$ cat config.mk
export PLATFORM = sky130hd
export DESIGN_NAME = change_dispenser_flat
export DESIGN_NICKNAME = d
export VERILOG_FILES = /design/src/rtl/change_dispenser_pkg.sv /design/src/rtl/change_dispenser_if.sv /design/src/rtl/change_dispenser_coin_picker.sv /design/src/rtl/change_dispenser.sv /design/src/flat_wrapper.sv
export SDC_FILE = /design/constraint.sdc
export NUM_CORES = 1
export LEC_CHECK = 0
export ABC_AREA = 1
export CAP_MARGIN = 20
export CORE_MARGIN = 2
export CORE_UTILIZATION = 55
export CTS_CLUSTER_SIZE = 8
export DETAILED_ROUTE_END_ITERATION = 12
export DONT_BUFFER_PORTS = 1
export PLACE_DENSITY = 0.79
export SYNTH_ARGS = -nofsm -noshare
export SYNTH_HDL_FRONTEND = slang
export SYNTH_HIERARCHICAL = 1
export SYNTH_SLANG_ARGS = --single-unit
$ cat constraint.sdc
create_clock -name clk -period 6.7 [get_ports clk]
set_clock_uncertainty 0.1 [all_clocks]
set_input_delay 0.67 -clock clk [delete_from_list [all_inputs] [get_ports clk]]
set_output_delay 0.67 -clock clk [all_outputs]
set_load 0.01 [all_outputs]
$ cat src/rtl/change_dispenser_pkg.sv
// Shared constants for the change dispenser: coin indices, nickel values, FSM states.
package change_dispenser_pkg;

    localparam int NUM_COINS    = 4;
    localparam int COIN_NICKEL  = 0;
    localparam int COIN_DIME    = 1;
    localparam int COIN_QUARTER = 2;
    localparam int COIN_DOLLAR  = 3;

    localparam int VAL_NICKEL   = 1;
    localparam int VAL_DIME     = 2;
    localparam int VAL_QUARTER  = 5;
    localparam int VAL_DOLLAR   = 20;

    typedef enum logic [2:0] {
        ST_IDLE,
        ST_SELECT,
        ST_EJECT,
        ST_GAP,
        ST_DONE
    } state_e;

    function automatic int coin_value(input logic [1:0] idx);
        case (idx)
            2'(COIN_NICKEL):  coin_value = VAL_NICKEL;
            2'(COIN_DIME):    coin_value = VAL_DIME;
            2'(COIN_QUARTER): coin_value = VAL_QUARTER;
            default:          coin_value = VAL_DOLLAR;
        endcase
    endfunction

endpackage

$ cat src/rtl/change_dispenser_if.sv
// Payout request/status bundle between the credit datapath and the dispenser.
// With CHANGE_TALLY_EN defined the bundle also carries the per-coin tally.
interface change_dispenser_if #(
    parameter int AMT_W = 8
);
    logic             start;
    logic [AMT_W-1:0] amount;
    logic [3:0]       tube_empty;
    logic [3:0]       coin_eject;
    logic             busy;
    logic             done;
    logic             short_flag;
    logic [AMT_W-1:0] remaining;

`ifdef CHANGE_TALLY_EN
    logic [31:0]      tally;

    modport master (
        output start, amount, tube_empty,
        input  coin_eject, busy, done, short_flag, remaining, tally
    );
    modport slave (
        input  start, amount, tube_empty,
        output coin_eject, busy, done, short_flag, remaining, tally
    );
`else
    modport master (
        output start, amount, tube_empty,
        input  coin_eject, busy, done, short_flag, remaining
    );
    modport slave (
        input  start, amount, tube_empty,
        output coin_eject, busy, done, short_flag, remaining
    );
`endif

endinterface

$ cat src/rtl/change_dispenser_coin_picker.sv
// Greedy selector: largest available coin whose value fits in the amount still owed.
module change_dispenser_coin_picker
    import change_dispenser_pkg::*;
#(
    parameter int AMT_W = 8
) (
    input  logic [AMT_W-1:0] i_remaining,
    input  logic [3:0]       i_tube_empty,
    output logic             o_found,
    output logic [1:0]       o_sel,
    output logic [AMT_W-1:0] o_value
);

    // Ascending scan so the highest qualifying denomination wins.
    always_comb begin
        o_found = 1'b0;
        o_sel   = 2'd0;
        o_value = '0;
        for (int i = 0; i < NUM_COINS; i++) begin
            if (!i_tube_empty[i] && (AMT_W'(coin_value(2'(i))) <= i_remaining)) begin
                o_found = 1'b1;
                o_sel   = 2'(i);
                o_value = AMT_W'(coin_value(2'(i)));
            end
        end
    end

endmodule

$ cat src/rtl/change_dispenser.sv
// Coin payout sequencer: greedy coin selection, fixed pulse/gap solenoid timing.
// Optional CHANGE_TALLY_EN adds saturating per-denomination eject counters.
module change_dispenser
    import change_dispenser_pkg::*;
#(
    parameter int PULSE_CYCLES = 4,
    parameter int GAP_CYCLES   = 2,
    parameter int AMT_W        = 8
) (
    input  logic                clk,
    input  logic                reset,
    change_dispenser_if.slave   bus
);

    localparam int TMAX = (PULSE_CYCLES > GAP_CYCLES) ? PULSE_CYCLES : GAP_CYCLES;
    localparam int TW   = (TMAX > 1) ? $clog2(TMAX) : 1;

    state_e           r_state;
    logic [TW-1:0]    r_timer;
    logic [3:0]       r_coin_eject;
    logic             r_busy;
    logic             r_done;
    logic             r_short;
    logic [AMT_W-1:0] r_remaining;

    logic             w_found;
    logic [1:0]       w_sel;
    logic [AMT_W-1:0] w_value;

    change_dispenser_coin_picker #(.AMT_W(AMT_W)) u_picker (
        .i_remaining  (r_remaining),
        .i_tube_empty (bus.tube_empty),
        .o_found      (w_found),
        .o_sel        (w_sel),
        .o_value      (w_value)
    );

    always_ff @(posedge clk or posedge reset) begin
        if (reset) begin
            r_state      <= ST_IDLE;
            r_timer      <= '0;
            r_coin_eject <= 4'b0000;
            r_busy       <= 1'b0;
            r_done       <= 1'b0;
            r_short      <= 1'b0;
            r_remaining  <= '0;
        end else begin
            r_done <= 1'b0;
            case (r_state)
                ST_IDLE: begin
                    if (bus.start) begin
                        r_remaining <= bus.amount;
                        r_short     <= 1'b0;
                        r_busy      <= 1'b1;
                        r_state     <= ST_SELECT;
                    end
                end
                ST_SELECT: begin
                    if (r_remaining == '0) begin
                        r_state <= ST_DONE;
                    end else if (!w_found) begin
                        r_short <= 1'b1;
                        r_state <= ST_DONE;
                    end else begin
                        // Picker guarantees w_value <= r_remaining, so no underflow.
                        r_coin_eject <= 4'b0001 << w_sel;
                        r_remaining  <= r_remaining - w_value;
                        r_timer      <= TW'(PULSE_CYCLES - 1);
                        r_state      <= ST_EJECT;
                    end
                end
                ST_EJECT: begin
                    if (r_timer == '0) begin
                        r_coin_eject <= 4'b0000;
                        r_timer      <= TW'(GAP_CYCLES - 1);
                        r_state      <= ST_GAP;
                    end else begin
                        r_timer <= r_timer - 1'b1;
                    end
                end
                ST_GAP: begin
                    if (r_timer == '0) begin
                        r_state <= ST_SELECT;
                    end else begin
                        r_timer <= r_timer - 1'b1;
                    end
                end
                ST_DONE: begin
                    r_done  <= 1'b1;
                    r_busy  <= 1'b0;
                    r_state <= ST_IDLE;
                end
                default: r_state <= ST_IDLE;
            endcase
        end
    end

    assign bus.coin_eject = r_coin_eject;
    assign bus.busy       = r_busy;
    assign bus.done       = r_done;
    assign bus.short_flag = r_short;
    assign bus.remaining  = r_remaining;

`ifdef CHANGE_TALLY_EN
    logic w_pick;
    assign w_pick = (r_state == ST_SELECT) && (r_remaining != '0) && w_found;

    for (genvar g = 0; g < NUM_COINS; g++) begin : g_tally
        logic [7:0] r_cnt;
        always_ff @(posedge clk or posedge reset) begin
            if (reset) begin
                r_cnt <= 8'd0;
            end else if (w_pick && (w_sel == 2'(g)) && (r_cnt != 8'hFF)) begin
                r_cnt <= r_cnt + 8'd1;
            end
        end
        assign bus.tally[g*8 +: 8] = r_cnt;
    end
`endif

endmodule

$ cat src/flat_wrapper.sv
// flat-port wrapper written by rule: the top's interface ports become plain ports
module change_dispenser_flat import change_dispenser_pkg::*;
#(
    parameter int PULSE_CYCLES = 4,
    parameter int GAP_CYCLES   = 2,
    parameter int AMT_W        = 8
)
  (clk, reset, bus_start, bus_amount, bus_tube_empty, bus_coin_eject, bus_busy, bus_done, bus_short_flag, bus_remaining);
  change_dispenser_if #(.AMT_W(AMT_W)) bus_i ();
  input  logic clk;
  input  logic reset;
  input wire logic [$bits(bus_i.start)-1:0] bus_start;
  input wire logic [$bits(bus_i.amount)-1:0] bus_amount;
  input wire logic [$bits(bus_i.tube_empty)-1:0] bus_tube_empty;
  output wire logic [$bits(bus_i.coin_eject)-1:0] bus_coin_eject;
  output wire logic [$bits(bus_i.busy)-1:0] bus_busy;
  output wire logic [$bits(bus_i.done)-1:0] bus_done;
  output wire logic [$bits(bus_i.short_flag)-1:0] bus_short_flag;
  output wire logic [$bits(bus_i.remaining)-1:0] bus_remaining;
  assign bus_i.start = bus_start;
  assign bus_i.amount = bus_amount;
  assign bus_i.tube_empty = bus_tube_empty;
  assign bus_coin_eject = bus_i.coin_eject;
  assign bus_busy = bus_i.busy;
  assign bus_done = bus_i.done;
  assign bus_short_flag = bus_i.short_flag;
  assign bus_remaining = bus_i.remaining;
  change_dispenser #(.PULSE_CYCLES(PULSE_CYCLES), .GAP_CYCLES(GAP_CYCLES), .AMT_W(AMT_W)) u_core (.clk(clk), .reset(reset), .bus(bus_i));
endmodule
==> metrics, run 1 <==
status complete, no violations; Leak about 1.0 nW; Clk network pwr share between 10 and 15%; GR Util met3 under 10%; top_reg_cell synth dfrtp_1; post-cts resize count 0; number of antenna violations at the first check in global routing 0; vias in the first global route about 1300; Port-buffer cells 0; CTS buffer count 3; Max Buffers Root-to-Sink 2; Final Cycle Share around two fifths; met2 usage in global routing about a third; crit path cell chain inv_1 -> nand2_1 -> nor2_1 -> nand2_1 -> nand2_1 -> nand2_2 -> nand2_2 -> nand2_2 -> nor2_2 -> ha_1 -> inv_1 -> fa_1 -> nand2_1 -> nand2_1 -> nand3b_1 -> nand2_1 -> nand2_1 -> nand3_1 -> nand2_1 -> nand2_1; RSZ-0062 raised after global routing false; post-route ant nets 0; switch share between 50% and 60%; Die ar. about 3700 µm²; Post-Syn Area approximately 1800 µm²; diode count 0; register area share after synthesis between 20 and 30%; first-pass GRT wire length about 5500 µm; CTS Hold Bufs 0; Hold Fails Final Rpt 0; crit-path max FO 7; Die W 60.9 µm; CP max stage delay around 0.52 ns; total negative slack 0 ns; layout cell share with drive strength beyond 1 18.0%; # DRC 0; Core ar. between 3000 and 4000 µm²; Max-cap violations 0; number of synthesized flops with an enable pin 0; VDD IR-drop max approximately 180 µV; Tmin final 2.59 ns; Root Driver clkbuf_4; WP data arrival approximately 2.7 ns; Util after Layout 60.1%; DRT Pass-1 Iters 4; Gate power share slightly above 60%; worst slew pin tran ~0.8 ns; met1 Use GR approximately a quarter; internal power 0.000444 W; Final Slew Violations 0; Yosys top cell by area dfrtp_1; Power Density 510 nW/µm²; synthesized instance count 261; ys async rst share 100%; drt wl/cell about 11 µm; gp weighted congestion between 0.8 and 0.9; Std-Cell Rows 20; largest net degree at the start of global routing 21; CP max stage cell dfrtp_1; worst rel slew slack 46.8%; cell with the most instances after synthesis nand2_1; Post CTS Setup Buffer Count 0; CTS tree built; Final nets 287; crit end category flop; H-tree depth 1; Synth top area share between 20% and 30%; HPWL after DPL ~2600 µm; clock transition at the registers of the reported paths 0.13 ns; Critical Setup Path Class flop to flop; vias after detailed routing 1479; NetSw 0.000491 W; clk_lat worst skew 0.30 ns; IO Pins 30; multi-input logic area about 1000 µm²; FF+latch area approximately 500 µm²; Synth cell types 34; Critical Path Start Type flop; Sequential Power Share 27.8%; CP required roughly 6.8 ns; Fill cells 298; Area contributors post-synth dfrtp_1 (28%), nand2_1 (17%), inv_1 (8.9%); synth cell count leaders nand2_1 (80), inv_1 (42), dfrtp_1 (20); GR peak layer met2; WL final roughly 3300 µm; syn avg cell area 6.82 µm²; YS warnings 6; Die Span Y 60.9 µm; Fmax ~390 MHz; Via density a little under 5; grt ovf 0; setup violators final 0; Initial Utilization just under 60%; DRT iter0 DRCs 45; post-synthesis register bit count 20; CP top delay family simple AND/OR/NAND/NOR gates; CP dominant cell by count nand2_1; Min-Delay Path Class input port to async pin; Total Routing Usage GR ~20%; # clock sinks 20; WP buf/inv 2; Syn-to-layout area delta 3.09%
-- final timing paths --
path	start	endpoint	slack [ns]	cells after the start
max	u_core/bus.remaining[1]$_DFFE_PP0P_	u_core/bus.remaining[6]$_DFFE_PP0P_	4.11	20
min	reset	u_core/r_state[2]$_DFFE_PP0P_	0.29	1
max reg2reg	u_core/bus.remaining[1]$_DFFE_PP0P_	u_core/bus.remaining[6]$_DFFE_PP0P_	4.11	20
min reg2reg	u_core/r_timer[0]$_DFFE_PP0P_	u_core/r_timer[0]$_DFFE_PP0P_	0.44	2
max in group asynchronous	reset	u_core/bus.remaining[0]$_DFFE_PP0P_	5.72	1
min in group clk	u_core/r_timer[0]$_DFFE_PP0P_	u_core/r_timer[0]$_DFFE_PP0P_	0.44	2
-- layout make-up --
type,count,share of cell area (%)
Clock buffer,3,1.23
Clock inverter,1,1.64
Inverter,48,10.2
Multi-Input combinational cell,189,56.6
Sequential cell,20,27.3
Tap cell,44,3.00
-- layer usage --
metal	part of all wire, %	vias to the layer above	routed length (µm)
met1	49	662	1650
met5	0	-	0
met2	46	24	1520
met4	0.57	0	19
met3	4.4	2	147
li1	-	791	-
-- flip-flops by register name, indices dropped and copies added (netlist names) --
name	count
u_core/bus.remaining	8
u_core/bus.coin_eject	4
u_core/r_state	3
u_core/r_timer	2
u_core/bus.busy	1
u_core/bus.done	1
u_core/bus.short_flag	1
-- cell families after synthesis --
family | count (synthesis) | share of synthesized area [%]
and+or+nand+nor | 151 | 41.4
buffers and inverters | 55 | 14.1
AOI/OAI and AO/OA | 22 | 7.74
DFF | 20 | 28.1
adders and majority gates | 10 | 7.45
xor gates and xnor gates | 2 | 0.985
other | 1 | 0.211
-- stage by stage --
stage / total power, W / std cells / worst slack, ns / area, µm² / hold slack, ns
final: 0.000935 / 305 / 4.11 / 1830 / 0.290
after global routing: 0.00104 / 305 / 3.84 / 1830 / 0.352
after CTS: 0.000941 / 305 / 4.10 / 1830 / 0.311
after detailed placement: 0.000833 / 301 / 4.13 / 1780 / 0.410
after global placement: 0.000825 / 301 / 4.18 / 1780 / 0.406
after floorplan: 0.000752 / 264 / 4.36 / 1790 / 0.381
-- cell usage in the layout, fill, tap and decap left out --
cell       Yosys  final
nand2_2       12     12
inv_2          5      5
xnor2_1        1      1
nor2_2         9      9
o22ai_1        1      1
or2_1          3      3
or2_2          3      3
nand3b_2       1      1
nand2_1       80     80
inv_1         42     42
nand3_4        1      1
conb_1         1      4
fa_1           1      1
o21ai_4        1      1
o21ai_0        8      8
nor2_1        19     19
inv_8          1      1
o21ai_1        2      2
nand2_8        1      1
dfrtp_1       20     20
nor2_4         1      1
a21oi_1        6      6
ha_1           9      9
xor2_1         1      1
clkbuf_4       0      3
nand3b_1       2      2
nand2_4        2      2
nand4_1        1      1
or2_4          1      1
nand3_1       14     14
nand4_2        1      1
bufinv_16      0      1
o21ai_2        4      4
-- power groups by stage --
stage	Combinational, W	Sequential, W	Clock, W
after floorplan	0.000507	0.000246	0
after global placement	0.000562	0.000263	0
after detailed placement	0.000570	0.000264	0
after CTS	0.000577	0.000261	0.000103
after global routing	0.000660	0.000272	0.000107
final	0.000575	0.000260	0.000101
No activity file was read; power rests on OpenSTA's default activity.
==> run 2, diff against run 1 <==
PLACE_DENSITY = 0.82   (was 0.79)
clock period = 2.35 ns   (was 6.7 ns; I/O delays follow)
==> metrics, run 2 (synthesis gave the netlist of run 1 again) <==
Max Buffers Root-to-Sink 2 (unchanged); post-route ant nets 0 (unchanged); vias in the first global route 1442 (was 1315); Die ar. 3710 µm² (unchanged); number of antenna violations at the first check in global routing 0 (unchanged); RR Endpoint u_core/bus.remaining[4]$_DFFE_PP0P_ (was u_core/bus.remaining[6]$_DFFE_PP0P_); Post-Layout Cell Count 325 (was 305); multi-input logic area 1100 µm² (was 1040 µm²); H-tree depth 1 (unchanged); Hold Fails Final Rpt 0 (unchanged); CP endpoint u_core/bus.remaining[4]$_DFFE_PP0P_ (was u_core/bus.remaining[6]$_DFFE_PP0P_); max reg flops 8 (unchanged); DRT iter0 DRCs 86 (was 45); pre-CTS setup slack -0.0767 ns (was 4.13 ns); Fill cells 263 (was 298); vias after detailed routing 1616 (was 1479); switch share 51.0% (was 52.5%); setup violators final 2 (was 0); Via density 4.97 (was 4.85); Syn-to-layout area delta 15.0% (was 3.09%); Power Density 1500 nW/µm² (was 510 nW/µm²); Core ar. 3050 µm² (unchanged); FF+latch area 500 µm² (unchanged); clk_lat worst skew 0.31 ns (was 0.30 ns); Reg2Reg Launch Point u_core/bus.remaining[2]$_DFFE_PP0P_ (was u_core/bus.remaining[1]$_DFFE_PP0P_); grt ovf 0 (unchanged); CTS buffer count 3 (unchanged); Final Slew Violations 0 (unchanged); Clk network pwr share 9.3% (was 10.8%); most common cell after layout, fill and taps aside nand2_1 (unchanged); Std-Cell Rows 20 (unchanged); FF-to-FF setup slack -0.07 ns (was 4.11 ns); # clock sinks 20 (unchanged); Final Cycle Share 103% (was 38.6%); internal power 0.00151 W (was 0.000444 W); final worst slack -0.0735 ns (was 4.11 ns); crit-path max FO 6 (was 7); largest net degree at the start of global routing 21 (unchanged); NetSw 0.00157 W (was 0.000491 W); Fmax 413 MHz (was 386 MHz); DRT Pass-1 Iters 4 (unchanged); diode count 0 (unchanged); Final nets 307 (was 287); Tmin final 2.42 ns (was 2.59 ns); CTS tree built (unchanged); clock transition at the registers of the reported paths 0.12 ns (was 0.13 ns); RSZ-0062 raised after global routing true (was false); Root Driver clkbuf_4 (unchanged); IO Pins 30 (unchanged); # DRC 0 (unchanged); Die Span Y 60.9 µm (unchanged); Reg2Reg Depth 17 (was 20); Port-buffer cells 0 (unchanged); drt wl/cell 12.1 µm (was 10.9 µm); failing checks negative setup slack; VDD IR-drop max 616 µV (was 178 µV); Leak 1.12 nW (was 1.02 nW); Sequential Power Share 21.1% (was 27.8%); Critical Setup Path Class flop to flop (unchanged); CP required 2.51 ns (was 6.81 ns); post-placement cell count 315 (was 301); worst slew pin tran 0.772 ns (was 0.797 ns); Max-cap violations 0 (unchanged); Initial Utilization 58.3% (unchanged); Gate power share 69.7% (was 61.5%); Total Routing Usage GR 22.5% (was 19.5%); HPWL after DPL 2890 µm (was 2600 µm); worst rel slew slack 48.4% (was 46.8%); WL final 3930 µm (was 3330 µm); Critical Path Start Type flop (unchanged); first-pass GRT wire length 6200 µm (was 5520 µm); Die W 60.9 µm (unchanged); Min-Delay Path Class input port to flop (was input port to async pin); status complete, but fails checks (was complete, no violations); WP data arrival 2.58 ns (was 2.70 ns); crit end category flop (unchanged); layout cell share with drive strength beyond 1 31.7% (was 18.0%); most frequent cells in the layout nand2_1 (73), inv_1 (35), dfrtp_1 (20), buf_4 (19), nand2_2 (19) (was nand2_1 (80), inv_1 (42), dfrtp_1 (20), nor2_1 (19), nand3_1 (14)); gp weighted congestion 0.869 (was 0.855); crit path from u_core/bus.remaining[2]$_DFFE_PP0P_ (was u_core/bus.remaining[1]$_DFFE_PP0P_)
==> run 2: cell count changes in the layout (fill, tap and decap cells not counted), moves of 2 or more <==
cell     previous run  this run
nand2_1            80        73
inv_2               5        12
inv_1              42        35
nand2_2            12        19
buf_4               0        19
nor2_2              9        11
nor2_1             19        16
ha_1                9         7
o21ai_0             8         6
==> run 2: layout make-up <==
type,instances,share of cell area [%]
clock buffer,3,1.10
tap,44,2.69
clock inverter,1,1.47
sequential,20,24.4
multi-input combinational,189,53.7
inverter,48,9.17
timing repair buffer,20,7.46
==> run 2: worst min-delay path by stage <==
| stage | endpoint | startpoint | depth (start not counted) | slack (ns) |
|---|---|---|---|---|
| 6_report | u_core/bus.remaining[1]$_DFFE_PP0P_ | bus_amount[1] | 4 | 0.06 |
| 5_1_grt | u_core/bus.remaining[1]$_DFFE_PP0P_ | bus_amount[1] | 4 | 0.11 |
| 4_1_cts | u_core/bus.remaining[1]$_DFFE_PP0P_ | bus_amount[1] | 4 | 0.06 |
| 3_5_place_dp | u_core/bus.remaining[1]$_DFFE_PP0P_ | reset | 1 | 0.21 |
| 3_3_place_gp | u_core/bus.coin_eject[3]$_DFFE_PP0P_ | reset | 1 | 0.20 |
| 2_1_floorplan | u_core/bus.busy$_DFFE_PP0P_ | reset | 1 | 0.1 |
==> run 2: power by group through the flow <==
stage | Sequential (W) | Combinational (W) | Clock (W)
2_1_floorplan | 0.000701 | 0.00144 | 0
5_1_grt | 0.000670 | 0.00241 | 0.000299
3_5_place_dp | 0.000645 | 0.00189 | 0
6_report | 0.000647 | 0.00214 | 0.000285
3_3_place_gp | 0.000644 | 0.00184 | 0
4_1_cts | 0.000639 | 0.00197 | 0.000288
==> run 2: critical path, cell delays in order, from the launching register on <==
cell and delay [ns]:
dfrtp_1 0.46, nor2_2 0.13, nand2_1 0.08, nor2_2 0.12, nor2_1 0.08, nand2_2 0.09, nand2_2 0.06, nor2_2 0.10
ha_2 0.18, inv_2 0.04, fa_2 0.36, nand2_2 0.09, nand2_2 0.06, nand3_1 0.07, nand2_1 0.05, o21ai_1 0.15
nand2_1 0.09, nand2_1 0.06
==> run 2: layer usage <==
layer	track usage [%]	routed length (µm)
met5	0	0
met2	38.7	2000
met3	3.62	157
met1	28.8	1720
met4	7.14	59
==> run 2: what timing repair did <==
item | in CTS | in global routing
endpoints found under the hold margin | 20 | 0
pin swaps | 1 | 6
resized for setup | 3 | 23
buffers inserted | 2 | 3
hold buffers | 1 | 0
setup endpoints to repair | 4 | 7
==> run 2: through the flow <==
step / TNS, ns / total power, W / util [%] / cell area (µm²) / hold slack [ns]
final: -0.145 / 0.00307 / 67.0 / 2050 / 0.0599
after global routing: -1.02 / 0.00338 / 67.0 / 2050 / 0.106
after CTS: -0.0218 / 0.00289 / 64.9 / 1980 / 0.0573
after detailed placement: -0.130 / 0.00254 / 61.8 / 1890 / 0.207
after global placement: -0.0203 / 0.00248 / 61.8 / 1890 / 0.205
after floorplan: 0 / 0.00214 / - / 1790 / 0.0988
==> run 3, diff against run 2 <==
REMOVE_ABC_BUFFERS = 1   (was default)
SKIP_CTS_REPAIR_TIMING = 1   (was default)
==> metrics, run 3 (synthesis gave the netlist of run 1 again) <==
CTS buffer count 3 (unchanged); Root Driver clkbuf_4 (unchanged); worst rel slew slack 47.6% (was 48.4%); Die Span Y 60.9 µm (unchanged); Final nets 305 (was 307); gp weighted congestion 0.892 (was 0.869); clock transition at the registers of the reported paths 0.11 ns (was 0.12 ns); crit end category flop (unchanged); # clock sinks 20 (unchanged); H-tree depth 1 (unchanged); Die ar. 3710 µm² (unchanged); HPWL after DPL 2800 µm (was 2890 µm); Std-Cell Rows 20 (unchanged); crit-path max FO 6 (unchanged); CP dominant cell by count nand2_1; CP max stage cell dfrtp_2 (was dfrtp_1); Critical Path Start Type flop (unchanged); Total Routing Usage GR 19.9% (was 22.5%); worst slew pin tran 0.786 ns (was 0.772 ns); max layer used met4 (unchanged); Syn-to-layout area delta 14.3% (was 15.0%); setup violators final 2 (unchanged); met3 routed WL 207 µm (was 157 µm); VDD IR-drop max 542 µV (was 616 µV); Port-buffer cells 0 (unchanged); CTS tree built (unchanged); Core ar. 3050 µm² (unchanged); failing checks negative setup slack (unchanged); CP required 2.50 ns (was 2.51 ns); met2 routed WL 1580 µm (was 2000 µm); RSZ-0062 raised after global routing true (unchanged); grt ovf 0 (unchanged); CP top delay family simple AND/OR/NAND/NOR gates (unchanged); WHS 0.0703 ns (was 0.0599 ns); diode count 0 (unchanged); Final Cycle Share 100% (was 103%); Met1 Routed Length 1690 µm (was 1720 µm); final instance area 2030 µm² (was 2050 µm²); Cell Area, Placed 1890 µm² (about the same); max reg flops 8 (unchanged); IO Pins 30 (unchanged); Max Buffers Root-to-Sink 2 (unchanged); WP buf/inv 2 (was 1); clk_lat worst skew 0.31 ns (about the same); status complete, but fails checks (unchanged); first-pass GRT wire length 5510 µm (was 6200 µm); DRT iter0 DRCs 84 (was 86); vias in the first global route 1302 (was 1442); post-route ant nets 0 (unchanged); Hold Fails Final Rpt 0 (unchanged); Tmin final 2.36 ns (was 2.42 ns); Max-cap violations 0 (unchanged); total negative slack -0.00538 ns (was -0.145 ns); number of antenna violations at the first check in global routing 0 (unchanged); Leak 1.11 nW (was 1.12 nW); crit path cell chain nor2_2 -> nand2_1 -> nor2_2 -> nor2_1 -> nand2_2 -> nand2_2 -> nor2_4 -> ha_4 -> inv_2 -> fa_2 -> buf_4 -> xnor2_1 -> o21ai_1 -> nand2_1 -> nand2_1 (was nor2_2 -> nand2_1 -> nor2_2 -> nor2_1 -> nand2_2 -> nand2_2 -> nor2_2 -> ha_2 -> inv_2 -> fa_2 -> nand2_2 -> nand2_2 -> nand3_1 -> nand2_1 -> o21ai_1 -> nand2_1 -> nand2_1); DRT Pass-1 Iters 4 (unchanged); vias after detailed routing 1555 (was 1616); Min-Delay Path Class input port to flop (unchanged); most common cell after layout, fill and taps aside nand2_1 (unchanged); Final Slew Violations 0 (unchanged); Fmax 425 MHz (was 413 MHz); drt wl/cell 10.9 µm (was 12.1 µm); WL final 3520 µm (was 3930 µm); most frequent cells in the layout nand2_1 (76), inv_1 (36), dfrtp_1 (19), nor2_1 (18), buf_4 (17) (was nand2_1 (73), inv_1 (35), dfrtp_1 (20), buf_4 (19), nand2_2 (19)); Util after Layout 66.6% (was 67.0%); layout cell share with drive strength beyond 1 29.0% (was 31.7%); pre-CTS setup slack -0.0914 ns (was -0.0767 ns); Via density 4.81 (was 4.97); Critical Setup Path Class flop to flop (unchanged); CP max stage delay 0.46 ns (about the same); # DRC 0 (unchanged); largest net degree at the start of global routing 21 (unchanged); WP data arrival 2.51 ns (was 2.58 ns); Initial Utilization 58.3% (unchanged); final worst slack -0.00524 ns (was -0.0735 ns); Power Density 1470 nW/µm² (was 1500 nW/µm²); Die W 60.9 µm (unchanged)
## run 3: cell count changes in the layout (fill, tap and decap cells not counted), moves of 2 or more
cell     delta
buf_4       -2
nand2_1     +3
nor2_2      -2
nand2_2     -3
nor2_1      +2
ha_4        +2
## run 3: power by group
group,switching (W),internal (W)
Combinational,0.00124,0.000827
Clock,0.000115,0.000173
Sequential,0.000148,0.000500
## run 3: cell type report
type | count | area, µm²
clock inverter | 1 | 30.0
tap | 44 | 55.1
fill | 255 | 1020
sequential | 20 | 502
multi-input combinational | 189 | 1100
inverter | 48 | 188
clock buffer | 3 | 22.5
timing repair buffer | 18 | 138
## run 3: worst register-to-register path, delay by kind of cell, from the launching register on
kind | cells | cell delay [ns]
compound gates | 1 | 0.16
xor+xnor | 1 | 0.11
fa+ha+maj | 2 | 0.48
buf+inv | 2 | 0.18
flops | 1 | 0.46
simple gates | 9 | 0.80
## run 3: through the flow
stage	cells	power [W]
2_1_floorplan	257	0.00208
3_3_place_gp	316	0.00251
3_5_place_dp	316	0.00256
4_1_cts	320	0.00286
5_1_grt	323	0.00330
6_report	323	0.00300
## run 3: per-layer routing
metal  vias up  track usage (%)
li1        823                -
met1       694             26.9
met2        32             31.5
met3         6             5.33
met4         0             5.28
met5         -                0
## run 3: final timing paths
check	start	to	slack, ns	cells past startpoint
worst max-delay path	u_core/bus.remaining[2]$_DFFE_PP0P_	u_core/bus.remaining[2]$_DFFE_PP0P_	-0.005	15
worst min-delay path	bus_amount[1]	u_core/bus.remaining[1]$_DFFE_PP0P_	0.07	4
worst max register to register	u_core/bus.remaining[2]$_DFFE_PP0P_	u_core/bus.remaining[2]$_DFFE_PP0P_	-0.005	15
worst min register to register	u_core/r_timer[0]$_DFFE_PP0P_	u_core/r_timer[0]$_DFFE_PP0P_	0.43	2
max in group asynchronous	reset	u_core/bus.remaining[2]$_DFFE_PP0P_	1.20	2
min in group asynchronous	reset	u_core/bus.short_flag$_DFFE_PP0P_	0.40	2
